$ cat src/rtl/mtx_pkg.sv
// Shared definitions for the multi-tone TX burst scheduler.
// State encoding, default burst geometry and front-panel GPIO layout.
package mtx_pkg;

  typedef enum logic [2:0] {
    S_IDLE,
    S_ARM,
    S_TX,
    S_GUARD,
    S_DONE
  } state_e;

  localparam int DEF_NSIG  = 8192;
  localparam int DEF_NSYMB = 16;
  localparam int DEF_GUARD = 64;

  localparam int GPIO_BUSY_BIT = 1;
  localparam int GPIO_TOG_BIT  = 2;

  localparam logic [11:0] GPIO_DDR_MASK = 12'h006;

endpackage

$ cat src/rtl/trig_sync_edge.sv
// 2-flop synchroniser plus rising-edge detect for an async trigger.
// Ports: clk, reset_n (async low), din (async in), rise (1-cycle pulse).
module trig_sync_edge (
  input  logic clk,
  input  logic reset_n,
  input  logic din,
  output logic rise
);

  logic s1_q, s2_q, prev_q;
  logic s1_d, s2_d, prev_d;

  always_comb begin
    s1_d   = din;
    s2_d   = s1_q;
    prev_d = s2_q;
  end

  always_ff @(posedge clk or negedge reset_n) begin
    if (!reset_n) begin
      s1_q   <= 1'b0;
      s2_q   <= 1'b0;
      prev_q <= 1'b0;
    end else begin
      s1_q   <= s1_d;
      s2_q   <= s2_d;
      prev_q <= prev_d;
    end
  end

  assign rise = s2_q & ~prev_q;

endmodule

$ cat src/rtl/mtx_burst_sched.sv
// Burst scheduler: trigger -> NSYMB symbols of NSIG samples, guard gaps.
// Ports: clk/reset_n, sw_trig/sw_abort, fp_gpio_*, ph_base/ph_step,
// tx_ready in; tx_trig/tx_valid/symbN/sigN/ph_start/busy/done/overrun out.
module mtx_burst_sched
  import mtx_pkg::*;
#(
  parameter int PHASE_WIDTH = 24,
  parameter int NSYMB_WIDTH = 16,
  parameter int NSIG        = DEF_NSIG,
  parameter int NSYMB       = DEF_NSYMB,
  parameter int GUARD       = DEF_GUARD,
  parameter int REG_WIDTH   = 12,
  parameter int TRIG_BIT    = 0
) (
  input  logic                   clk,
  input  logic                   reset_n,
  input  logic                   sw_trig,
  input  logic                   sw_abort,
  input  logic [REG_WIDTH-1:0]   fp_gpio_in,
  output logic [REG_WIDTH-1:0]   fp_gpio_out,
  output logic [REG_WIDTH-1:0]   fp_gpio_ddr,
  input  logic [PHASE_WIDTH-1:0] ph_base,
  input  logic [PHASE_WIDTH-1:0] ph_step,
  input  logic                   tx_ready,
  output logic                   tx_trig,
  output logic                   tx_valid,
  output logic [NSYMB_WIDTH-1:0] symbN,
  output logic [PHASE_WIDTH-1:0] sigN,
  output logic [PHASE_WIDTH-1:0] ph_start,
  output logic                   busy,
  output logic                   done,
  output logic                   overrun
);

  localparam int GW = (GUARD > 1) ? $clog2(GUARD) : 1;

  localparam logic [PHASE_WIDTH-1:0] SIG_LAST =
    PHASE_WIDTH'(NSIG - 1);
  localparam logic [NSYMB_WIDTH-1:0] SYM_LAST =
    NSYMB_WIDTH'(NSYMB - 1);
  localparam logic [GW-1:0] GRD_LAST = GW'(GUARD - 1);

  // With no guard gap the next symbol starts straight away.
  localparam state_e AFTER_SYM = (GUARD == 0) ? S_TX : S_GUARD;

  state_e                   state_q, state_d;
  logic [NSYMB_WIDTH-1:0]   sym_q, sym_d;
  logic [PHASE_WIDTH-1:0]   sig_q, sig_d;
  logic [PHASE_WIDTH-1:0]   ph_q, ph_d;
  logic [GW-1:0]            gcnt_q, gcnt_d;
  logic                     ovr_q, ovr_d;
  logic                     tog_q, tog_d;

  logic gpio_rise;
  logic trig;
  logic gpio_unused;

  trig_sync_edge u_sync (
    .clk     (clk),
    .reset_n (reset_n),
    .din     (fp_gpio_in[TRIG_BIT]),
    .rise    (gpio_rise)
  );

  assign gpio_unused = ^fp_gpio_in;
  assign trig        = gpio_rise | sw_trig;

  always_comb begin
    state_d = state_q;
    sym_d   = sym_q;
    sig_d   = sig_q;
    ph_d    = ph_q;
    gcnt_d  = gcnt_q;
    ovr_d   = ovr_q;
    tog_d   = tog_q;
    // Abort beats everything, including a symbol boundary.
    if (state_q != S_IDLE && sw_abort) begin
      state_d = S_IDLE;
    end else begin
      if (state_q != S_IDLE && trig) ovr_d = 1'b1;
      unique case (state_q)
        S_IDLE: begin
          if (trig && !sw_abort) begin
            state_d = S_ARM;
            sym_d   = '0;
            sig_d   = '0;
            ph_d    = ph_base;
            ovr_d   = 1'b0;
          end
        end
        S_ARM: state_d = S_TX;
        S_TX: begin
          if (tx_ready) begin
            if (sig_q != SIG_LAST) begin
              sig_d = sig_q + PHASE_WIDTH'(1);
            end else if (sym_q == SYM_LAST) begin
              // Final sample: counters keep their last values.
              state_d = S_DONE;
            end else begin
              state_d = AFTER_SYM;
              sig_d   = '0;
              sym_d   = sym_q + NSYMB_WIDTH'(1);
              ph_d    = ph_q + ph_step;
              tog_d   = ~tog_q;
              gcnt_d  = '0;
            end
          end
        end
        S_GUARD: begin
          if (gcnt_q == GRD_LAST) state_d = S_TX;
          else gcnt_d = gcnt_q + GW'(1);
        end
        S_DONE: state_d = S_IDLE;
        default: state_d = S_IDLE;
      endcase
    end
  end

  always_ff @(posedge clk or negedge reset_n) begin
    if (!reset_n) begin
      state_q <= S_IDLE;
      sym_q   <= '0;
      sig_q   <= '0;
      ph_q    <= '0;
      gcnt_q  <= '0;
      ovr_q   <= 1'b0;
      tog_q   <= 1'b0;
    end else begin
      state_q <= state_d;
      sym_q   <= sym_d;
      sig_q   <= sig_d;
      ph_q    <= ph_d;
      gcnt_q  <= gcnt_d;
      ovr_q   <= ovr_d;
      tog_q   <= tog_d;
    end
  end

  assign busy     = (state_q != S_IDLE);
  assign tx_trig  = (state_q == S_ARM);
  assign tx_valid = (state_q == S_TX);
  assign done     = (state_q == S_DONE);
  assign symbN    = sym_q;
  assign sigN     = sig_q;
  assign ph_start = ph_q;
  assign overrun  = ovr_q;

  always_comb begin
    fp_gpio_out                = '0;
    fp_gpio_out[GPIO_BUSY_BIT] = busy;
    fp_gpio_out[GPIO_TOG_BIT]  = tog_q;
  end

  assign fp_gpio_ddr = REG_WIDTH'(GPIO_DDR_MASK);

endmodule
$ cat config.mk
export PLATFORM = sky130hd
export DESIGN_NAME = mtx_burst_sched
export DESIGN_NICKNAME = d
export VERILOG_FILES = /design/src/rtl/mtx_pkg.sv /design/src/rtl/trig_sync_edge.sv /design/src/rtl/mtx_burst_sched.sv
export SDC_FILE = /design/constraint.sdc
export NUM_CORES = 1
export LEC_CHECK = 0
export BUFFER_PORTS_ARGS = -buffer_cell sky130_fd_sc_hd__buf_2
export CORE_ASPECT_RATIO = 0.7
export CORE_UTILIZATION = 44
export CTS_BUF_LIST = sky130_fd_sc_hd__clkbuf_8
export CTS_CLUSTER_SIZE = 14
export DETAILED_ROUTE_END_ITERATION = 8
export PLACE_DENSITY = 0.7
export SYNTH_ARGS = -nofsm -noshare
export SYNTH_HDL_FRONTEND = slang
export SYNTH_HIERARCHICAL = 1
export SYNTH_SLANG_ARGS = --single-unit
$ cat constraint.sdc
create_clock -name clk -period 2.75 [get_ports clk]
set_input_delay 0.1375 -clock clk [delete_from_list [all_inputs] [get_ports clk]]
set_output_delay 0.1375 -clock clk [all_outputs]
set_load 0.05 [all_outputs]
==> out/results.ini <==
[layout]
final_area_um2=6140
fin_cells=866
final_nets=800
final_cell_mix=buf_2, dfrtp_1, nor2_1
fin_util_pct=55.2
insertedDiodeCount=0
final_common_cell=buf_2
drive_gt1_share_pct=25.5
synthToLayoutAreaGrowth_pct=20.5

[power]
p_clk_share_pct=16.8
p_int_mw=3.01
p_sw_share_pct=49.5
power_switching_mw=2.95
p_seq_share_pct=27.6
ir_drop_mv=0.421
p_leak_nw=3.02
powerDensity_nw_per_um2=971
finalPower_mw=5.96
pwr-share-comb_pct=55.6

[clocking]
clk_pin_slew_ns=0.09
numClockSinks=78
root_buffer=clkbuf_8
cts_max_path_buffers=2
cts_tree=built
clock_latency_ns=0.36
numCtsBuffers=9
h-tree-depth=3

[placed_design]
place_inst=844
pre_cts_ws_ns=0.115
gp_congestion=0.890
hpwl_mm=9.98
dpl_cell_area_um2=5840
port_buffers=124

[synthesis]
seq_area_frac_synth_pct=38.3
syn-cell-area_um2=5100
synth.distinct_cells=62
ys.flop_type=dfrtp_1
syn_area_per_cell_um2=8.85
syn_inst=576
yosys_warnings=6
yosysTopAreaCell=dfrtp_1
synthTopCellsByArea=dfrtp_1, ha_1, xor2_1
ys_ff_latch=78
synth_edf_count=0
synth_top_area_share_pct=38.3
async_flop_share_pct=100

[die]
core_um2=11100
die_width_um=131
die_h_um=92.0
fp.dieArea_um2=12000
ioPinCount=158
start_util_pct=45.8
num_rows=32

[global_route]
grt_remaining_overflow=0
grt_use_total_pct=23.0
grt_pass1_wl_mm=21.6
grt_pass1_vias=4378
antenna_found_initial=0
grt_max_degree=79

[critical_path]
slowest_stage=a2111o_1
critPathKind=reg -> reg
cp-start-kind=register
cp_max_fo=4
critPathArrivalTime_ns=2.89
endpoint_kind=register
crit_required_ns=3.03
slowest_delay_ns=0.43
cp_cell_sequence=ha_1 -> inv_1 -> fa_1 -> nor2b_1 -> o21ai_1 -> a21boi_1 -> buf_4 -> o31ai_1 -> a21boi_1 -> o211ai_1 -> a2111o_1 -> o211ai_1

[timing]
setup_viol=0
final.setup.worst_slack_ns=0.143
finalMaxSlewViolations=0
clock.fmax_mhz=384
whs_ns=0.0278
max_slew_margin_pct=31.2
fin_skew_ns=0.0137
tns_ns=0
finalCritPeriodShare_pct=94.8
min_period_ns=2.61
hold_viol=0
tightest_slew_ns=1.03

[route]
routed_via_density=5.44
postRouteAntennaNets=0
drt_pass1_iterations=6
wl_per_cell_um=15.6
drt_iter0_markers=351
vias=4712
drt_wl_total_mm=13.5
drc=0

[run_status]
status=complete, no violations

[min_path]
hold_class=in -> reg

[job]
max_cap_violations=0

==> layer usage <==
| metal | vias up | share of wire [%] | global-route usage [%] |
|---|---|---|---|
| met4 | 0 | 1.0 | 5.56 |
| li1 | 2292 | - | - |
| met2 | 154 | 46 | 36.1 |
| met5 | - | 0 | 0 |
| met3 | 12 | 6.0 | 5.48 |
| met1 | 2254 | 47 | 31.6 |
==> Yosys cell counts (all sizes together) (23+ instances only) <==
master and instances:
buf 32, nor2 60, nor3 23, ha 26, nand2 47, xor2 29
dfrtp 78, nand3 29, a21oi 39, o21ai 26
==> power by group through the flow <==
stage | logic, mW | registers, mW | clock network, mW
final | 3.31 | 1.65 | 1.00
after global routing | 3.61 | 1.68 | 1.07
after CTS | 3.26 | 1.64 | 1.01
after detailed placement | 3.25 | 1.66 | 0
after global placement | 3.18 | 1.64 | 0
after floorplan | 1.77 | 2.36 | 0
==> final cells by class <==
type,instances,area (µm²)
Multi-Input combinational cell,458,2910
Tap cell,153,191
Clock inverter,6,93.8
Fill cell,1049,4990
Clock buffer,10,138
Inverter,17,63.8
Sequential cell,78,1950
Timing Repair Buffer,144,791
==> what timing repair did <==
action / 4_1_cts / 5_1_grt
setup buffers: 0 / 4
endpoints found under the hold margin: 55 / 0
endpoints found under the setup margin: 0 / 4
hold buffers: 2 / 0
gates resized for setup: 0 / 8
==> registers in the layout, indices dropped and copies added (netlist names) <==
register	flops
gcnt_q	6
overrun	1
ph_start	24
sigN	24
state_q	3
symbN	16
tog_q	1
u_sync/prev_d	1
u_sync/prev_q	1
u_sync/s1_q	1
==> logic make-up (layout without fill, tap and decap cells) <==
group                      after synthesis  in the layout  synth area share [%]
muxes                                    1              1                 0.221
adders and majority gates               27             27                  6.78
xor gates and xnor gates                45             45                  7.73
other                                    2             22                 0.147
AOI/OAI and AO/OA                      128            128                  16.4
and+or+nand+nor                        235            235                  24.1
buffers and inverters                   60            177                  6.36
DFF                                     78             78                  38.3
==> worst paths after layout <==
| kind | cells past startpoint | slack, ns | to | startpoint |
|---|---|---|---|---|
| worst max-delay path | 12 | 0.14 | ph_start[16] | ph_start[0] |
| worst min-delay path | 3 | 0.03 | ph_start[23] | ph_base[23] |
| worst max register to register | 12 | 0.14 | ph_start[16] | ph_start[0] |
| min in group asynchronous | 2 | 0.44 | ph_start[11] | reset_n |
| max in group asynchronous | 2 | 1.52 | ph_start[0] | reset_n |
| worst min register to register | 0 | 0.36 | u_sync/prev_d | u_sync/s1_q |
==> critical path, delay by kind of cell (launching register included) <==
family	cells	cell delay [ns]
compound gates	7	1.22
fa+ha+maj	2	0.56
flops	1	0.38
buf+inv	2	0.20
simple gates	1	0.17
Power figures use the tool's default switching activity.
